==> src/rtl/load_unit_if.sv <==
// Memory-controller load channel and store-buffer forwarding channel of the
// load unit. Member names carry the direction as seen from the load unit.
interface load_unit_if;
  logic        load_request_o;
  logic [31:0] load_address_o;
  logic        load_valid_i;
  logic [31:0] load_data_i;
  logic        buffer_empty_i;
  logic [29:0] foward_address_o;
  logic [31:0] foward_data_i;
  logic        foward_match_i;

  modport master (
    output load_request_o,
    output load_address_o,
    input  load_valid_i,
    input  load_data_i,
    input  buffer_empty_i,
    output foward_address_o,
    input  foward_data_i,
    input  foward_match_i
  );

  modport slave (
    input  load_request_o,
    input  load_address_o,
    output load_valid_i,
    output load_data_i,
    output buffer_empty_i,
    input  foward_address_o,
    output foward_data_i,
    output foward_match_i
  );
endinterface

==> src/rtl/load_unit.sv <==
// Load path of the memory unit.
// Checks alignment and privilege, takes the word from the store buffer on an
// address hit or issues one read to the memory controller, extracts and
// extends the addressed byte/half/word and holds it until writeback accepts.
// Optional feature macro: LSU_STORE_FORWARD_EN (store-to-load forwarding).
// Without it loads wait for an empty store buffer and never bypass stores.
// Private region bounds: PRIVATE_REGION_START / PRIVATE_REGION_END.

`ifndef PRIVATE_REGION_START
`define PRIVATE_REGION_START 32'hF000_0000
`endif
`ifndef PRIVATE_REGION_END
`define PRIVATE_REGION_END 32'hF00F_FFFF
`endif

module load_unit (
  input  logic        clk_i,
  input  logic        rst_n_i,
  input  logic        stall_i,
  input  logic        flush_i,
  input  logic        privilege_i,
  input  logic        valid_operation_i,
  input  logic [31:0] load_address_i,
  input  logic [2:0]  operation_i,
  input  logic        wait_i,
  load_unit_if.master bus,
  output logic [31:0] loaded_data_o,
  output logic        data_valid_o,
  output logic        idle_o,
  output logic        illegal_access_o,
  output logic        misaligned_o
);

  localparam logic [2:0] OP_LDB  = 3'd0;
  localparam logic [2:0] OP_LDBU = 3'd1;
  localparam logic [2:0] OP_LDH  = 3'd2;
  localparam logic [2:0] OP_LDHU = 3'd3;
  localparam logic [2:0] OP_LDW  = 3'd4;

  typedef enum logic [1:0] {
    S_IDLE        = 2'd0,
    S_WAIT_MEMORY = 2'd1,
    S_WAIT_ACCEPT = 2'd2
  } state_t;

  state_t      state_q, state_d;
  logic        drop_q, drop_d;
  logic [2:0]  op_q;
  logic [1:0]  addr_lo_q;
  logic [31:0] result_q, result_d;

  logic live_w;
  logic accept_w;
  logic misaligned_w;
  logic private_w;
  logic illegal_w;
  logic exception_w;
  logic fwd_hit_w;
  logic mem_go_w;
  logic hold_w;
  logic mem_ret_w;
  logic result_en_w;

  logic        req_w;
  logic [31:0] req_addr_w;
  logic [29:0] fwd_addr_w;

  // Pick the addressed lane of a word and sign/zero-extend it
  function automatic logic [31:0] extract_load(input logic [2:0]  op,
                                               input logic [1:0]  lo,
                                               input logic [31:0] w);
    logic [7:0]  b;
    logic [15:0] h;
    case (lo)
      2'd0:    b = w[7:0];
      2'd1:    b = w[15:8];
      2'd2:    b = w[23:16];
      default: b = w[31:24];
    endcase
    h = lo[1] ? w[31:16] : w[15:0];
    case (op)
      OP_LDB:  extract_load = {{24{b[7]}}, b};
      OP_LDBU: extract_load = {24'd0, b};
      OP_LDH:  extract_load = {{16{h[15]}}, h};
      OP_LDHU: extract_load = {16'd0, h};
      default: extract_load = w;
    endcase
  endfunction

  // Work is only accepted when not in reset, not flushed and not stalled
  assign live_w = rst_n_i && !flush_i && !stall_i;

  assign misaligned_w = (((operation_i == OP_LDH) || (operation_i == OP_LDHU)) && load_address_i[0])
                     || ((operation_i == OP_LDW) && (load_address_i[1:0] != 2'd0));
  assign private_w    = (load_address_i >= `PRIVATE_REGION_START)
                     && (load_address_i <= `PRIVATE_REGION_END);
  assign illegal_w    = private_w && !privilege_i;
  assign exception_w  = misaligned_w || illegal_w;

  assign accept_w  = (state_q == S_IDLE) && valid_operation_i && live_w;
  assign mem_ret_w = (state_q == S_WAIT_MEMORY) && bus.load_valid_i && !drop_q && live_w;

`ifdef LSU_STORE_FORWARD_EN
  // Forwarding build: a store-buffer hit short-cuts the memory read
  assign fwd_hit_w   = accept_w && !exception_w && bus.foward_match_i;
  assign mem_go_w    = accept_w && !exception_w && !bus.foward_match_i;
  assign hold_w      = 1'b0;
  assign fwd_addr_w  = accept_w ? load_address_i[31:2] : 30'd0;
  assign result_d    = fwd_hit_w ? extract_load(operation_i, load_address_i[1:0], bus.foward_data_i)
                                 : extract_load(op_q, addr_lo_q, bus.load_data_i);
  logic unused_w;
  assign unused_w = bus.buffer_empty_i;
`else
  // Ordered build: the read waits until every buffered store has drained
  assign fwd_hit_w   = 1'b0;
  assign mem_go_w    = accept_w && !exception_w && bus.buffer_empty_i;
  assign hold_w      = accept_w && !exception_w && !bus.buffer_empty_i;
  assign fwd_addr_w  = 30'd0;
  assign result_d    = extract_load(op_q, addr_lo_q, bus.load_data_i);
  logic unused_w;
  assign unused_w = ^{bus.foward_match_i, bus.foward_data_i};
`endif

  assign result_en_w = fwd_hit_w || mem_ret_w;
  assign req_w       = mem_go_w;
  assign req_addr_w  = mem_go_w ? {load_address_i[31:2], 2'b00} : 32'd0;

  assign bus.load_request_o   = req_w;
  assign bus.load_address_o   = req_addr_w;
  assign bus.foward_address_o = fwd_addr_w;

  // State register and stale-response drop flag
  always_ff @(posedge clk_i) begin
    if (!rst_n_i) begin
      state_q <= S_IDLE;
      drop_q  <= 1'b0;
    end else begin
      state_q <= state_d;
      drop_q  <= drop_d;
    end
  end

  // Operation context and result capture; gated by accept/return, no reset
  always_ff @(posedge clk_i) begin
    if (accept_w) begin
      op_q      <= operation_i;
      addr_lo_q <= load_address_i[1:0];
    end
    if (result_en_w) begin
      result_q <= result_d;
    end
  end

  // Next state; flush wins over stall, a flushed read's beat is discarded
  always_comb begin
    state_d = state_q;
    // The drop flag tracks the bus even under stall so no beat is miscounted
    drop_d  = drop_q && !bus.load_valid_i;
    if (flush_i && (state_q == S_WAIT_MEMORY) && !(bus.load_valid_i && !drop_q)) begin
      drop_d = 1'b1;
    end
    if (flush_i) begin
      state_d = S_IDLE;
    end else if (!stall_i) begin
      case (state_q)
        S_IDLE: begin
          if (fwd_hit_w) begin
            state_d = S_WAIT_ACCEPT;
          end else if (mem_go_w) begin
            state_d = S_WAIT_MEMORY;
          end
        end
        S_WAIT_MEMORY: begin
          if (mem_ret_w) begin
            state_d = S_WAIT_ACCEPT;
          end
        end
        S_WAIT_ACCEPT: begin
          if (!wait_i) begin
            state_d = S_IDLE;
          end
        end
        default: state_d = S_IDLE;
      endcase
    end
  end

  // Outputs; exceptions complete in the accepting cycle with zero data
  always_comb begin
    idle_o           = 1'b0;
    data_valid_o     = 1'b0;
    loaded_data_o    = 32'd0;
    misaligned_o     = 1'b0;
    illegal_access_o = 1'b0;
    case (state_q)
      S_IDLE: begin
        idle_o = !hold_w;
        if (accept_w && exception_w) begin
          data_valid_o     = 1'b1;
          misaligned_o     = misaligned_w;
          illegal_access_o = illegal_w;
        end
      end
      S_WAIT_MEMORY: begin
        idle_o = 1'b0;
      end
      S_WAIT_ACCEPT: begin
        data_valid_o  = 1'b1;
        loaded_data_o = result_q;
        idle_o        = !wait_i && !stall_i;
      end
      default: begin
        idle_o = 1'b0;
      end
    endcase
  end

endmodule

==> src/flat_wrapper.sv <==
// flat-port wrapper written by rule: the top's interface ports become plain ports
module load_unit_flat 
  (clk_i, rst_n_i, stall_i, flush_i, privilege_i, valid_operation_i, load_address_i, operation_i, wait_i, loaded_data_o, data_valid_o, idle_o, illegal_access_o, misaligned_o, bus_load_request_o, bus_load_address_o, bus_load_valid_i, bus_load_data_i, bus_buffer_empty_i, bus_foward_address_o, bus_foward_data_i, bus_foward_match_i);
  load_unit_if bus_i ();
  input  logic clk_i;
  input  logic rst_n_i;
  input  logic stall_i;
  input  logic flush_i;
  input  logic privilege_i;
  input  logic valid_operation_i;
  input  logic [31:0] load_address_i;
  input  logic [2:0] operation_i;
  input  logic wait_i;
  output logic [31:0] loaded_data_o;
  output logic data_valid_o;
  output logic idle_o;
  output logic illegal_access_o;
  output logic misaligned_o;
  output wire logic [$bits(bus_i.load_request_o)-1:0] bus_load_request_o;
  output wire logic [$bits(bus_i.load_address_o)-1:0] bus_load_address_o;
  input wire logic [$bits(bus_i.load_valid_i)-1:0] bus_load_valid_i;
  input wire logic [$bits(bus_i.load_data_i)-1:0] bus_load_data_i;
  input wire logic [$bits(bus_i.buffer_empty_i)-1:0] bus_buffer_empty_i;
  output wire logic [$bits(bus_i.foward_address_o)-1:0] bus_foward_address_o;
  input wire logic [$bits(bus_i.foward_data_i)-1:0] bus_foward_data_i;
  input wire logic [$bits(bus_i.foward_match_i)-1:0] bus_foward_match_i;
  assign bus_load_request_o = bus_i.load_request_o;
  assign bus_load_address_o = bus_i.load_address_o;
  assign bus_i.load_valid_i = bus_load_valid_i;
  assign bus_i.load_data_i = bus_load_data_i;
  assign bus_i.buffer_empty_i = bus_buffer_empty_i;
  assign bus_foward_address_o = bus_i.foward_address_o;
  assign bus_i.foward_data_i = bus_foward_data_i;
  assign bus_i.foward_match_i = bus_foward_match_i;
  load_unit u_core (.clk_i(clk_i), .rst_n_i(rst_n_i), .stall_i(stall_i), .flush_i(flush_i), .privilege_i(privilege_i), .valid_operation_i(valid_operation_i), .load_address_i(load_address_i), .operation_i(operation_i), .wait_i(wait_i), .bus(bus_i), .loaded_data_o(loaded_data_o), .data_valid_o(data_valid_o), .idle_o(idle_o), .illegal_access_o(illegal_access_o), .misaligned_o(misaligned_o));
endmodule
==> config.mk <==
export PLATFORM = sky130hd
export DESIGN_NAME = load_unit_flat
export DESIGN_NICKNAME = d
export VERILOG_FILES = /design/src/rtl/load_unit_if.sv /design/src/rtl/load_unit.sv /design/src/flat_wrapper.sv
export SDC_FILE = /design/constraint.sdc
export NUM_CORES = 1
export LEC_CHECK = 0
export CAP_MARGIN = 25
export CORE_MARGIN = 4
export CORE_UTILIZATION = 30
export CTS_BUF_LIST = sky130_fd_sc_hd__clkbuf_4 sky130_fd_sc_hd__clkbuf_8
export CTS_CLUSTER_DIAMETER = 60
export DETAILED_ROUTE_END_ITERATION = 7
export PLACE_DENSITY = 0.76
export RECOVER_POWER = 100
export SYNTH_ARGS = -nofsm -noshare
export SYNTH_HDL_FRONTEND = slang
export SYNTH_SLANG_ARGS = --single-unit
==> constraint.sdc <==
create_clock -name clk_i -period 3.3 [get_ports clk_i]
set_input_delay 0.825 -clock clk_i [delete_from_list [all_inputs] [get_ports clk_i]]
set_output_delay 0.825 -clock clk_i [all_outputs]
set_load 0.02 [all_outputs]
==> impl_table.tex, run 1 <==
\begin{tabular}{lr}
\hline
Metric & Value \\
\hline
\multicolumn{2}{l}{\textbf{Outcome}} \\
Run status & finished, final reports clean \\
\multicolumn{2}{l}{\textbf{Logic synthesis}} \\
Adder-cell share of the synthesized area & 0\% \\
Synth Warn \# & 0 \\
Fraction of the yosys area taken by sequential cells & 42.6\% \\
Post-synth EDFFs & 37 \\
XOR/XNOR Fraction of Synth Area & 0\% \\
Mux contribution to synthesized area & 7.33\% \\
Dominant combinational cell family by area after synthesis & simple AND/OR/NAND/NOR gates \\
List of most frequent post-synthesis cells & 37 x sky130\_fd\_sc\_hd\_\_edfxtp\_1, 33 x sky130\_fd\_sc\_hd\_\_buf\_4, 32 x sky130\_fd\_sc\_hd\_\_and3\_1 \\
Netlist Area Pre-Place & about 2700 sq um \\
Post-synth top area share & 40.4\% \\
Post-synth cell types & 39 \\
Compound-Gate Fraction of Synth Area & a little over a tenth \\
Biggest area consumer among synthesized cells & sky130\_fd\_sc\_hd\_\_edfxtp\_1 \\
Number of synthesized register bits & 40 \\
Dominant synthesized flop cell & sky130\_fd\_sc\_hd\_\_edfxtp\_1 \\
Most frequent cell after synthesis & sky130\_fd\_sc\_hd\_\_edfxtp\_1 \\
Syn Inst Count & 279 \\
Avg Synthesized Cell Area & $\sim$9.9 sq um \\
Simple-gate share of the synthesized area & 26.9\% \\
Biggest area contributors in the synthesized netlist & sky130\_fd\_sc\_hd\_\_edfxtp\_1 40\%, sky130\_fd\_sc\_hd\_\_buf\_4 9.0\%, sky130\_fd\_sc\_hd\_\_and3\_1 7.3\%, sky130\_fd\_sc\_hd\_\_and2\_1 7.1\%, sky130\_fd\_sc\_hd\_\_o22a\_1 4.8\% \\
Asr flop ratio synth & 0\% \\
\multicolumn{2}{l}{\textbf{Finish}} \\
Area Overhead vs Synth & 66.6\% \\
Share of post-route cells with drive strength above 1 & between 20\% and 30\% \\
Final core area utilization & a little over half \\
Design area & 4580 sq um \\
Filler cell count & 803 \\
Number of nets in the finished design & between 500 and 600 \\
\multicolumn{2}{l}{\textbf{Placement}} \\
Half-perimeter wire length of the detailed placement result & about 7100 um \\
Port Buffers & 142 \\
Weighted congestion reported at the end of routability-driven placement & between 0.8 and 0.9 \\
Instance area after placement & 4240 sq um \\
\multicolumn{2}{l}{\textbf{Clocking}} \\
Clk\_lat worst skew & 0.29 ns \\
CTS sink cnt & 40 \\
Maximum clock insertion buffer count & 2 \\
Hold-fix buffer count after cts & 0 \\
Total CTS buffers & 5 \\
Reg clk slew, reported paths & 0.08 ns \\
Clock Tree Root & sky130\_fd\_sc\_hd\_\_clkbuf\_8 \\
H-tree depth reported by CTS & 2 \\
TritonCTS clock tree & done \\
\multicolumn{2}{l}{\textbf{STA}} \\
Setup Viol. Count Final & 0 \\
Number of pins exceeding their max-slew limit in the final report & 0 \\
Number of hold violations in the final report & 0 \\
Timing-limited maximum frequency & between 0.3 and 0.4 GHz \\
Post-Route Hold Slack & 0.488 ns \\
Unrepaired setup endpoints after global routing & false \\
Slew at the pin closest to its max-slew limit & 0.943 ns \\
Worst Clk Skew & 0.00534 ns \\
Period utilisation layout & 98.5\% \\
Min Clock Period, post-route & 3.25 ns \\
Slew headroom & a little under two fifths \\
\multicolumn{2}{l}{\textbf{Pwr}} \\
Max VDD drop & $\sim$0.00012 V \\
Power density over the cells & about 240 nW/um\^{}2 \\
Reported leakage power & 2.04 nW \\
\multicolumn{2}{l}{\textbf{Critical path}} \\
Maximum net fanout on the critical path & 8 \\
Worst Setup End Kind & primary output \\
Startpoint class of the critical path & input pin \\
Launch point of the worst path & load\_address\_i[23] \\
Data arrival time of the worst path & $\sim$2.4 ns \\
Worst Path Class, Setup & in2out \\
Crit-path cells & clkdlybuf4s50\_1 -> nor2\_1 -> nand4\_1 -> and4b\_2 -> buf\_12 -> buf\_16 -> and2\_1 -> buf\_6 \\
Delay of the slowest cell on the worst path & about 0.46 ns \\
Start of the worst register-to-register path & u\_core.addr\_lo\_q[1]\$\_DFFE\_PP\_ \\
Slowest-stage cell, CP & sky130\_fd\_sc\_hd\_\_clkdlybuf4s50\_1 \\
Req. time, crit path & 2.47 ns \\
\multicolumn{2}{l}{\textbf{Routing}} \\
Detailed-routing iteration count for the pre-antenna-repair pass & 4 \\
Violation count after the first detailed-route iteration & 123 \\
DR WL/cell & 17.7 um \\
Post-DRT Antenna Nets & 0 \\
Number of remaining DRC errors & 0 \\
Total routed wirelength & 9660 um \\
Total via count in the routed design & 2656 \\
Number of vias per cell after detailed routing & 4.87 \\
\multicolumn{2}{l}{\textbf{Job}} \\
Maximum capacitance violations & 0 \\
\multicolumn{2}{l}{\textbf{Floorplanning}} \\
Die outline area & 10800 sq um \\
Count of boundary I/O pins & 208 \\
Core Region & 8810 sq um \\
Die width & 104 um \\
Die extent in y & 104 um \\
Std-Cell Rows & 34 \\
Initial standard-cell utilization of the core & 31.2\% \\
\multicolumn{2}{l}{\textbf{Global route}} \\
Global-route total usage across every layer & 17.1\% \\
Wire length of the first global-routing pass & 14600 um \\
Antenna violations before repair & 2 \\
Via count of the first global-routing pass & 2819 \\
Maximum number of pins on one net before global-route repair & 38 \\
Total grt overflow & 0 \\
\multicolumn{2}{l}{\textbf{Min path}} \\
Hold Startpoint & u\_core.drop\_q\$\_SDFF\_PN0\_ \\
Class of the most critical hold timing path & reg2reg \\
\hline
\end{tabular}
logic make-up (layout without fill, tap and decap cells):
family,Yosys count,count (layout)
buffers and inverters,55,180
other,1,34
flip-flops,40,40
AND/OR/NAND/NOR,132,132
AO/OA/AOI/OAI,42,42
multiplexers,9,9
worst paths after layout:
check | endpoint | slack, ns | depth (start not counted)
worst max-delay path | bus_load_address_o[8] | 0.05 | 8
worst min-delay path | u_core.drop_q$_SDFF_PN0_ | 0.49 | 2
worst max register to register | u_core.result_q[18]$_DFFE_PP_ | 1.14 | 5
worst min register to register | u_core.drop_q$_SDFF_PN0_ | 0.49 | 2
worst max-delay path, delay by kind of cell:
kind	cells	cell delay, ns
buffers and inverters	4	0.87
and+or+nand+nor	4	0.73
flip-flops by register name (all words and copies together), names as in the netlist:
register          flops
u_core.result_q      32
u_core.drop_q         1
u_core.state_q        2
u_core.addr_lo_q      2
u_core.op_q           3
cell type report:
class / instances / area (sq um) / area share (%)
diodes: 2 / 5.00 / 0.109
clock buffers: 7 / 83.8 / 1.83
clock inverters: 1 / 3.75 / 0.0820
inverters: 4 / 15.0 / 0.328
multi-input cells: 215 / 1430 / 31.1
flip-flops and latches: 40 / 1170 / 25.6
well taps: 108 / 135 / 2.95
repair buffers: 168 / 1740 / 38.0
metrics by stage:
step / setup TNS (ns) / power [mW] / worst slack (ns) / std cells
after global routing: 0 / 1.16 / 0.00127 / 544
after detailed placement: -17.56 / 0.790 / -0.574 / 526
after CTS: -0.0274 / 1.13 / -0.00540 / 540
final: 0 / 1.11 / 0.0496 / 545
after global placement: -17.36 / 0.785 / -0.575 / 526
after floorplan: 0 / 0.688 / 0.187 / 310
cell usage in the layout, fill, tap and decap left out, drive strengths merged, types with 2 or more instances in the layout:
cell,count
clkdlybuf4s50,84
buf,53
nand2,41
edfxtp,37
and3,32
conb,32
and2,31
o22a,15
clkbuf,11
a21oi,10
nor2,10
o21ai,9
dlymetal6s2s,8
dlygate4sd3,8
mux4,8
dlygate4sd2,7
nand2b,4
inv,3
nand4,3
dfxtp,3
nor2b,3
clkdlybuf4s15,3
diode,2
clkinv,2
timing repair:
action                     in CTS  in global routing
setup endpoints to repair      35                 32
pin swaps                       6                  8
buffers inserted                3                  3
cloned                          3                  0
gates resized for setup       219                 19
report_power, final:
part,total [mW],internal (mW),switching [mW]
sequential,0.558,0.554,0.00364
combinational,0.229,0.126,0.103
clock,0.327,0.164,0.164
total,1.11,0.844,0.270
routing by layer:
layer | wire [um] | share of wire (%) | track usage (%)
met1 | 3120 | 32 | 16.4
met2 | 5270 | 55 | 34.0
met5 | 0 | 0 | 0
met3 | 1160 | 12 | 6.97
met4 | 112 | 1.2 | 3.70
No activity file was read; power rests on OpenSTA's default activity.
==> run 2, diff against run 1 <==
- SKIP_LAST_GASP: unset -> 1
==> run 2 against run 1 <==
Effect of this change: critical path depth unchanged; final area is 0.30% lower; die area did not move; critical path type unchanged.
==> impl_table.tex, run 2 (synthesized netlist as in run 1, its figures left out) <==
\begin{tabular}{lr}
\hline
Metric & Value \\
\hline
\multicolumn{2}{l}{\textbf{Placement}} \\
Post-place setup slack & -0.574 ns (unchanged) \\
Port Buffers & 142 (unchanged) \\
Weighted congestion reported at the end of routability-driven placement & 0.836 (unchanged) \\
Half-perimeter wire length of the detailed placement result & 7120 um (unchanged) \\
\multicolumn{2}{l}{\textbf{Routing}} \\
Violation count after the first detailed-route iteration & 121 (was 123) \\
Met2 wire len & 5260 um (was 5270 um) \\
Met3 wirelength from detailed routing & 1130 um (was 1160 um) \\
Top layer used by detailed routing & met4 (unchanged) \\
Detailed-routing iteration count for the pre-antenna-repair pass & 4 (unchanged) \\
DR WL/cell & 17.7 um (about the same) \\
Post-DRT Antenna Nets & 0 (unchanged) \\
Total via count in the routed design & 2659 (was 2656) \\
Number of vias per cell after detailed routing & 4.88 (was 4.87) \\
Wire length the detailed router placed on met1 & 3130 um (was 3120 um) \\
Number of remaining DRC errors & 0 (unchanged) \\
Total routed wirelength & 9650 um (was 9660 um) \\
\multicolumn{2}{l}{\textbf{STA}} \\
Slew at the pin closest to its max-slew limit & 0.921 ns (was 0.943 ns) \\
Post-Route Hold Slack & 0.486 ns (was 0.488 ns) \\
Number of pins exceeding their max-slew limit in the final report & 0 (unchanged) \\
Period utilisation layout & 99.2\% (was 98.5\%) \\
Slew headroom & 38.6\% (was 37.1\%) \\
Setup Viol. Count Final & 0 (unchanged) \\
Worst Clk Skew & 0.00557 ns (was 0.00534 ns) \\
Min Clock Period, post-route & 3.27 ns (was 3.25 ns) \\
Number of hold violations in the final report & 0 (unchanged) \\
Final TNS setup & 0 ns (unchanged) \\
Post-route worst setup slack & 0.0255 ns (was 0.0496 ns) \\
Timing-limited maximum frequency & 0.305 GHz (was 0.308 GHz) \\
Unrepaired setup endpoints after global routing & true (was false) \\
\multicolumn{2}{l}{\textbf{Clocking}} \\
CTS sink cnt & 40 (unchanged) \\
Clk\_lat worst skew & 0.29 ns (about the same) \\
TritonCTS clock tree & done (unchanged) \\
Total CTS buffers & 5 (unchanged) \\
Maximum clock insertion buffer count & 2 (unchanged) \\
H-tree depth reported by CTS & 2 (unchanged) \\
Clock Tree Root & sky130\_fd\_sc\_hd\_\_clkbuf\_8 (unchanged) \\
Reg clk slew, reported paths & 0.08 ns (about the same) \\
\multicolumn{2}{l}{\textbf{Finish}} \\
Commonest non-fill, non-tap cells in the layout & 84 x sky130\_fd\_sc\_hd\_\_clkdlybuf4s50\_1, 37 x sky130\_fd\_sc\_hd\_\_edfxtp\_1, 32 x sky130\_fd\_sc\_hd\_\_and3\_1, 32 x sky130\_fd\_sc\_hd\_\_conb\_1, 31 x sky130\_fd\_sc\_hd\_\_nand2\_1 (unchanged) \\
Registers with the most flip-flops & u\_core.result\_q: 32 flops, u\_core.op\_q: 3 flops (unchanged) \\
Max FFs per register & 32 (unchanged) \\
Filler cell count & 804 (was 803) \\
FF/Latch Area & 1170 sq um (unchanged) \\
Most common cell after layout, fill and taps aside & sky130\_fd\_sc\_hd\_\_clkdlybuf4s50\_1 (unchanged) \\
Register ranked first by flip-flop count & u\_core.result\_q (unchanged) \\
Share of post-route cells with drive strength above 1 & 23.2\% (was 24.1\%) \\
Multi-input gate area & 1420 sq um (was 1430 sq um) \\
Area Overhead vs Synth & 66.1\% (was 66.6\%) \\
Number of nets in the finished design & 543 (unchanged) \\
\multicolumn{2}{l}{\textbf{Global route}} \\
Total grt overflow & 0 (unchanged) \\
Via count of the first global-routing pass & 2826 (was 2819) \\
Antenna violations before repair & 2 (unchanged) \\
Global-route total usage across every layer & 17.2\% (was 17.1\%) \\
Wire length of the first global-routing pass & 14700 um (was 14600 um) \\
Maximum number of pins on one net before global-route repair & 38 (unchanged) \\
\multicolumn{2}{l}{\textbf{Critical path}} \\
Crit-path leading delay family & buffers and inverters (unchanged) \\
Startpoint class of the critical path & input pin (unchanged) \\
Start of the worst register-to-register path & u\_core.addr\_lo\_q[1]\$\_DFFE\_PP\_ (unchanged) \\
Number of buffer and inverter instances along the worst setup path & 4 (unchanged) \\
Cell count along the critical path & 8 (unchanged) \\
Slowest-stage cell, CP & sky130\_fd\_sc\_hd\_\_clkdlybuf4s50\_1 (unchanged) \\
FF-to-FF path depth & 5 (unchanged) \\
Req. time, crit path & 2.47 ns (about the same) \\
Data arrival time of the worst path & 2.45 ns (was 2.43 ns) \\
Delay of the slowest cell on the worst path & 0.46 ns (about the same) \\
Register-to-register setup slack & 1.12 ns (was 1.14 ns) \\
Launch point of the worst path & load\_address\_i[23] (unchanged) \\
Worst setup path endpoint & bus\_load\_address\_o[5] (was bus\_load\_address\_o[8]) \\
Worst Path Class, Setup & in2out (unchanged) \\
Worst reg2reg path endpoint & u\_core.result\_q[24]\$\_DFFE\_PP\_ (was u\_core.result\_q[18]\$\_DFFE\_PP\_) \\
Worst Setup End Kind & primary output (unchanged) \\
Maximum net fanout on the critical path & 8 (unchanged) \\
Crit-path cells & clkdlybuf4s50\_1 -> nor2\_1 -> nand4\_1 -> and4b\_2 -> buf\_12 -> buf\_16 -> and2\_1 -> buf\_4 (was clkdlybuf4s50\_1 -> nor2\_1 -> nand4\_1 -> and4b\_2 -> buf\_12 -> buf\_16 -> and2\_1 -> buf\_6) \\
\multicolumn{2}{l}{\textbf{Floorplanning}} \\
Core Region & 8810 sq um (unchanged) \\
Std-Cell Rows & 34 (unchanged) \\
Die outline area & 10800 sq um (unchanged) \\
Die width & 104 um (unchanged) \\
Count of boundary I/O pins & 208 (unchanged) \\
Die extent in y & 104 um (unchanged) \\
Initial standard-cell utilization of the core & 31.2\% (unchanged) \\
\multicolumn{2}{l}{\textbf{Job}} \\
Maximum capacitance violations & 0 (unchanged) \\
\multicolumn{2}{l}{\textbf{Pwr}} \\
Power density over the cells & 244 nW/um\^{}2 (was 243 nW/um\^{}2) \\
Max VDD drop & 0.000118 V (about the same) \\
Reported leakage power & 2.04 nW (about the same) \\
Pwr Total & 1.11 mW (about the same) \\
\multicolumn{2}{l}{\textbf{Min path}} \\
Class of the most critical hold timing path & reg2reg (unchanged) \\
\multicolumn{2}{l}{\textbf{Outcome}} \\
Run status & finished, final reports clean (unchanged) \\
\hline
\end{tabular}
run 2: cell types whose count changed in the layout (fill, tap and decap cells not counted):
cell and change:
sky130_fd_sc_hd__buf_6 -1, sky130_fd_sc_hd__buf_4 +1, sky130_fd_sc_hd__and2_4 -4, sky130_fd_sc_hd__and2_1 +4
run 2: how the worst min path moves through the flow:
| stage | start | end | slack (ns) | cells past startpoint |
|---|---|---|---|---|
| finish | u_core.drop_q$_SDFF_PN0_ | u_core.drop_q$_SDFF_PN0_ | 0.49 | 2 |
| global route | u_core.drop_q$_SDFF_PN0_ | u_core.drop_q$_SDFF_PN0_ | 0.52 | 2 |
| CTS | u_core.drop_q$_SDFF_PN0_ | u_core.drop_q$_SDFF_PN0_ | 0.49 | 2 |
| detailed placement | u_core.drop_q$_SDFF_PN0_ | u_core.drop_q$_SDFF_PN0_ | 0.48 | 2 |
| global placement | u_core.drop_q$_SDFF_PN0_ | u_core.drop_q$_SDFF_PN0_ | 0.46 | 2 |
| floorplan | u_core.drop_q$_SDFF_PN0_ | u_core.drop_q$_SDFF_PN0_ | 0.45 | 2 |
run 2: per-stage QoR:
stage               util, %  instance area (sq um)  cells
global route           51.8                   4560    544
CTS                    51.3                   4510    540
floorplan                 -                   2870    310
global placement       48.1                   4240    526
finish                 51.8                   4570    545
detailed placement     48.1                   4240    526
run 2: metal layers:
metal	up-vias	track usage [%]
met5	-	0
met4	0	3.70
met3	13	6.90
met2	174	34.1
met1	1227	16.4
li1	1245	-
run 2: cell type report:
class | instances | share of cell area, %
diodes | 2 | 0.110
clock inverters | 1 | 0.0822
multi-input cells | 215 | 31.0
inverters | 4 | 0.329
clock buffers | 7 | 1.84
flip-flops and latches | 40 | 25.7
well taps | 108 | 2.96
repair buffers | 168 | 38.0
run 2: tightest hold or removal path: cells and delay by family, from the launching register on:
family / cells / cell delay, ns
AOI/OAI and AO/OA: 1 / 0.07
DFF: 1 / 0.31
and+or+nand+nor: 1 / 0.06
run 2: repair_timing:
item | CTS | global route
cloned | 3 | 0
gates resized for setup | 217 | 16
pin swaps | 6 | 7
hold buffers | 0 | 0
setup endpoints to repair | 35 | 32
setup buffers | 3 | 3
run 2: power breakdown:
group / total, mW / internal [mW] / switching (mW)
clock: 0.327 / 0.164 / 0.164
combinational: 0.228 / 0.125 / 0.103
sequential: 0.558 / 0.554 / 0.00365
==> run 3, diff against run 2 <==
- SETUP_SLACK_MARGIN: unset -> 0.1
==> run 3 against run 2 <==
Effect of this change: register-to-register slack lost 0.56 ns; setup slack better by 0.099 ns; non-clock buffer count shrank 3; die area did not move; largest power group unchanged; critical path depth grew 1; first-iteration DRC count decreased by 33%; final area shrank 4.1%; worst hold slack improved by 0.00064 ns; flip-flop and latch count unchanged; clock-buffer cell count is the same; wire length down 2.5%; critical endpoint is now bus_load_address_o[13].
==> impl_table.tex, run 3 (synthesized netlist as in run 1, its figures left out) <==
\begin{tabular}{lr}
\hline
Metric & Value \\
\hline
\multicolumn{2}{l}{\textbf{Clocking}} \\
H-tree depth reported by CTS & 2 (unchanged) \\
Clk\_lat worst skew & 0.29 ns (about the same) \\
Total CTS buffers & 5 (unchanged) \\
Clock Tree Root & sky130\_fd\_sc\_hd\_\_clkbuf\_8 (unchanged) \\
Reg clk slew, reported paths & 0.08 ns (about the same) \\
Hold-fix buffer count after cts & 0 (unchanged) \\
CTS sink cnt & 40 (unchanged) \\
Maximum clock insertion buffer count & 2 (unchanged) \\
TritonCTS clock tree & done (unchanged) \\
\multicolumn{2}{l}{\textbf{Placement}} \\
Port Buffers & 142 (unchanged) \\
Instance area after placement & 4240 sq um (unchanged) \\
Weighted congestion reported at the end of routability-driven placement & 0.836 (unchanged) \\
Post-place setup slack & -0.574 ns (unchanged) \\
Half-perimeter wire length of the detailed placement result & 7120 um (unchanged) \\
\multicolumn{2}{l}{\textbf{Global route}} \\
Antenna violations before repair & 1 (was 2) \\
Maximum number of pins on one net before global-route repair & 38 (unchanged) \\
Global-route total usage across every layer & 16.6\% (was 17.2\%) \\
Via count of the first global-routing pass & 2762 (was 2826) \\
Total grt overflow & 0 (unchanged) \\
Wire length of the first global-routing pass & 14300 um (was 14700 um) \\
\multicolumn{2}{l}{\textbf{Critical path}} \\
Slowest-stage cell, CP & sky130\_fd\_sc\_hd\_\_and4b\_1 (was sky130\_fd\_sc\_hd\_\_clkdlybuf4s50\_1) \\
Startpoint class of the critical path & input pin (unchanged) \\
Crit-path cells & clkdlybuf4s15\_1 -> and3b\_1 -> a31oi\_1 -> buf\_4 -> and4b\_1 -> buf\_12 -> buf\_16 -> and2\_1 -> clkbuf\_2 (was clkdlybuf4s50\_1 -> nor2\_1 -> nand4\_1 -> and4b\_2 -> buf\_12 -> buf\_16 -> and2\_1 -> buf\_4) \\
Data arrival time of the worst path & 2.35 ns (was 2.45 ns) \\
Delay of the slowest cell on the worst path & 0.30 ns (was 0.46 ns) \\
Worst Setup End Kind & primary output (unchanged) \\
Worst Path Class, Setup & in2out (unchanged) \\
Crit-path leading delay family & buffers and inverters (unchanged) \\
Number of buffer and inverter instances along the worst setup path & 5 (was 4) \\
Maximum net fanout on the critical path & 8 (unchanged) \\
Req. time, crit path & 2.47 ns (about the same) \\
\multicolumn{2}{l}{\textbf{STA}} \\
Post-route worst setup slack & 0.124 ns (was 0.0255 ns) \\
Setup Viol. Count Final & 0 (unchanged) \\
Worst Clk Skew & 0.00771 ns (was 0.00557 ns) \\
Min Clock Period, post-route & 3.18 ns (was 3.27 ns) \\
Slew at the pin closest to its max-slew limit & 1.10 ns (was 0.921 ns) \\
Final TNS setup & 0 ns (unchanged) \\
Unrepaired setup endpoints after global routing & true (unchanged) \\
Timing-limited maximum frequency & 0.315 GHz (was 0.305 GHz) \\
Number of pins exceeding their max-slew limit in the final report & 0 (unchanged) \\
Period utilisation layout & 96.2\% (was 99.2\%) \\
Number of hold violations in the final report & 0 (unchanged) \\
Post-Route Hold Slack & 0.487 ns (was 0.486 ns) \\
Slew headroom & 26.4\% (was 38.6\%) \\
\multicolumn{2}{l}{\textbf{Finish}} \\
Registers with the most flip-flops & u\_core.result\_q: 32 flops, u\_core.op\_q: 3 flops (unchanged) \\
FF/Latch Area & 1170 sq um (unchanged) \\
Share of post-route cells with drive strength above 1 & 21.1\% (was 23.2\%) \\
Design area & 4380 sq um (was 4570 sq um) \\
Most common cell after layout, fill and taps aside & sky130\_fd\_sc\_hd\_\_clkdlybuf4s50\_1 (unchanged) \\
Number of nets in the finished design & 540 (was 543) \\
Commonest non-fill, non-tap cells in the layout & 48 x sky130\_fd\_sc\_hd\_\_clkdlybuf4s50\_1, 40 x sky130\_fd\_sc\_hd\_\_dlygate4sd3\_1, 37 x sky130\_fd\_sc\_hd\_\_edfxtp\_1 (was 84 x sky130\_fd\_sc\_hd\_\_clkdlybuf4s50\_1, 37 x sky130\_fd\_sc\_hd\_\_edfxtp\_1, 32 x sky130\_fd\_sc\_hd\_\_and3\_1, 32 x sky130\_fd\_sc\_hd\_\_conb\_1, 31 x sky130\_fd\_sc\_hd\_\_nand2\_1) \\
Max FFs per register & 32 (unchanged) \\
Area Overhead vs Synth & 59.3\% (was 66.1\%) \\
Register ranked first by flip-flop count & u\_core.result\_q (unchanged) \\
Filler cell count & 841 (was 804) \\
Multi-input gate area & 1400 sq um (was 1420 sq um) \\
\multicolumn{2}{l}{\textbf{Routing}} \\
Number of remaining DRC errors & 0 (unchanged) \\
Total via count in the routed design & 2636 (was 2659) \\
Post-DRT Antenna Nets & 0 (unchanged) \\
Detailed-routing iteration count for the pre-antenna-repair pass & 4 (unchanged) \\
Total routed wirelength & 9400 um (was 9650 um) \\
Number of vias per cell after detailed routing & 4.87 (was 4.88) \\
Violation count after the first detailed-route iteration & 81 (was 121) \\
DR WL/cell & 17.4 um (was 17.7 um) \\
\multicolumn{2}{l}{\textbf{Outcome}} \\
Run status & finished, final reports clean (unchanged) \\
\multicolumn{2}{l}{\textbf{Floorplanning}} \\
Initial standard-cell utilization of the core & 31.2\% (unchanged) \\
Die outline area & 10800 sq um (unchanged) \\
Die width & 104 um (unchanged) \\
Count of boundary I/O pins & 208 (unchanged) \\
Core Region & 8810 sq um (unchanged) \\
Die extent in y & 104 um (unchanged) \\
Std-Cell Rows & 34 (unchanged) \\
\multicolumn{2}{l}{\textbf{Min path}} \\
Class of the most critical hold timing path & reg2reg (unchanged) \\
\multicolumn{2}{l}{\textbf{Pwr}} \\
Pwr Total & 1.10 mW (was 1.11 mW) \\
Power density over the cells & 252 nW/um\^{}2 (was 244 nW/um\^{}2) \\
Reported leakage power & 2.03 nW (was 2.04 nW) \\
Max VDD drop & 0.000118 V (about the same) \\
\multicolumn{2}{l}{\textbf{Job}} \\
Maximum capacitance violations & 0 (unchanged) \\
\hline
\end{tabular}
-- run 3: path summary, 6_finish.rpt --
| kind | startpoint | endpoint | slack [ns] | depth (start not counted) |
|---|---|---|---|---|
| worst max-delay path | operation_i[2] | bus_load_address_o[13] | 0.12 | 9 |
| worst min-delay path | u_core.drop_q$_SDFF_PN0_ | u_core.drop_q$_SDFF_PN0_ | 0.49 | 2 |
| worst max register to register | u_core.addr_lo_q[1]$_DFFE_PP_ | u_core.result_q[24]$_DFFE_PP_ | 0.56 | 5 |
| worst min register to register | u_core.drop_q$_SDFF_PN0_ | u_core.drop_q$_SDFF_PN0_ | 0.49 | 2 |
-- run 3: final cells by class --
cell class / count / area share, %
Antenna cell: 1 / 0.0572
Clock buffer: 7 / 1.91
Clock inverter: 1 / 0.0857
Inverter: 4 / 0.343
Multi-Input combinational cell: 215 / 32.1
Sequential cell: 40 / 26.8
Tap cell: 108 / 3.09
Timing Repair Buffer: 165 / 35.7
-- run 3: timing repair --
action | CTS | global route
gates resized for setup | 186 | 41
pin swaps | 9 | 11
gates cloned | 2 | 1
buffers inserted | 2 | 1
setup endpoints to repair | 35 | 31
-- run 3: report_power, final --
group	switching (mW)	internal (mW)	leakage, nW	total (mW)
logic	0.101	0.117	1.62	0.218
registers	0.00365	0.554	0.358	0.558
clock network	0.165	0.164	0.0467	0.328
-- run 3: metrics by stage --
| stage | std cells | util [%] |
|---|---|---|
| after floorplan | 310 | - |
| after global placement | 526 | 48.1 |
| after detailed placement | 526 | 48.1 |
| after CTS | 538 | 49.3 |
| after global routing | 540 | 49.7 |
| final | 541 | 49.7 |
-- run 3: worst min-delay path: stages (launching register included) --
cell and delay (ns):
sky130_fd_sc_hd__dfxtp_1 0.31, sky130_fd_sc_hd__nand2b_1 0.06, sky130_fd_sc_hd__a21boi_0 0.07
-- run 3: metal layers --
metal / vias to the layer above / global-route usage, % / part of all wire (%)
met3: 9 / 6.53 / 13
met1: 1213 / 16.0 / 32
met2: 178 / 33.2 / 54
li1: 1236 / - / -
met4: 0 / 3.13 / 0.85
met5: - / 0 / 0
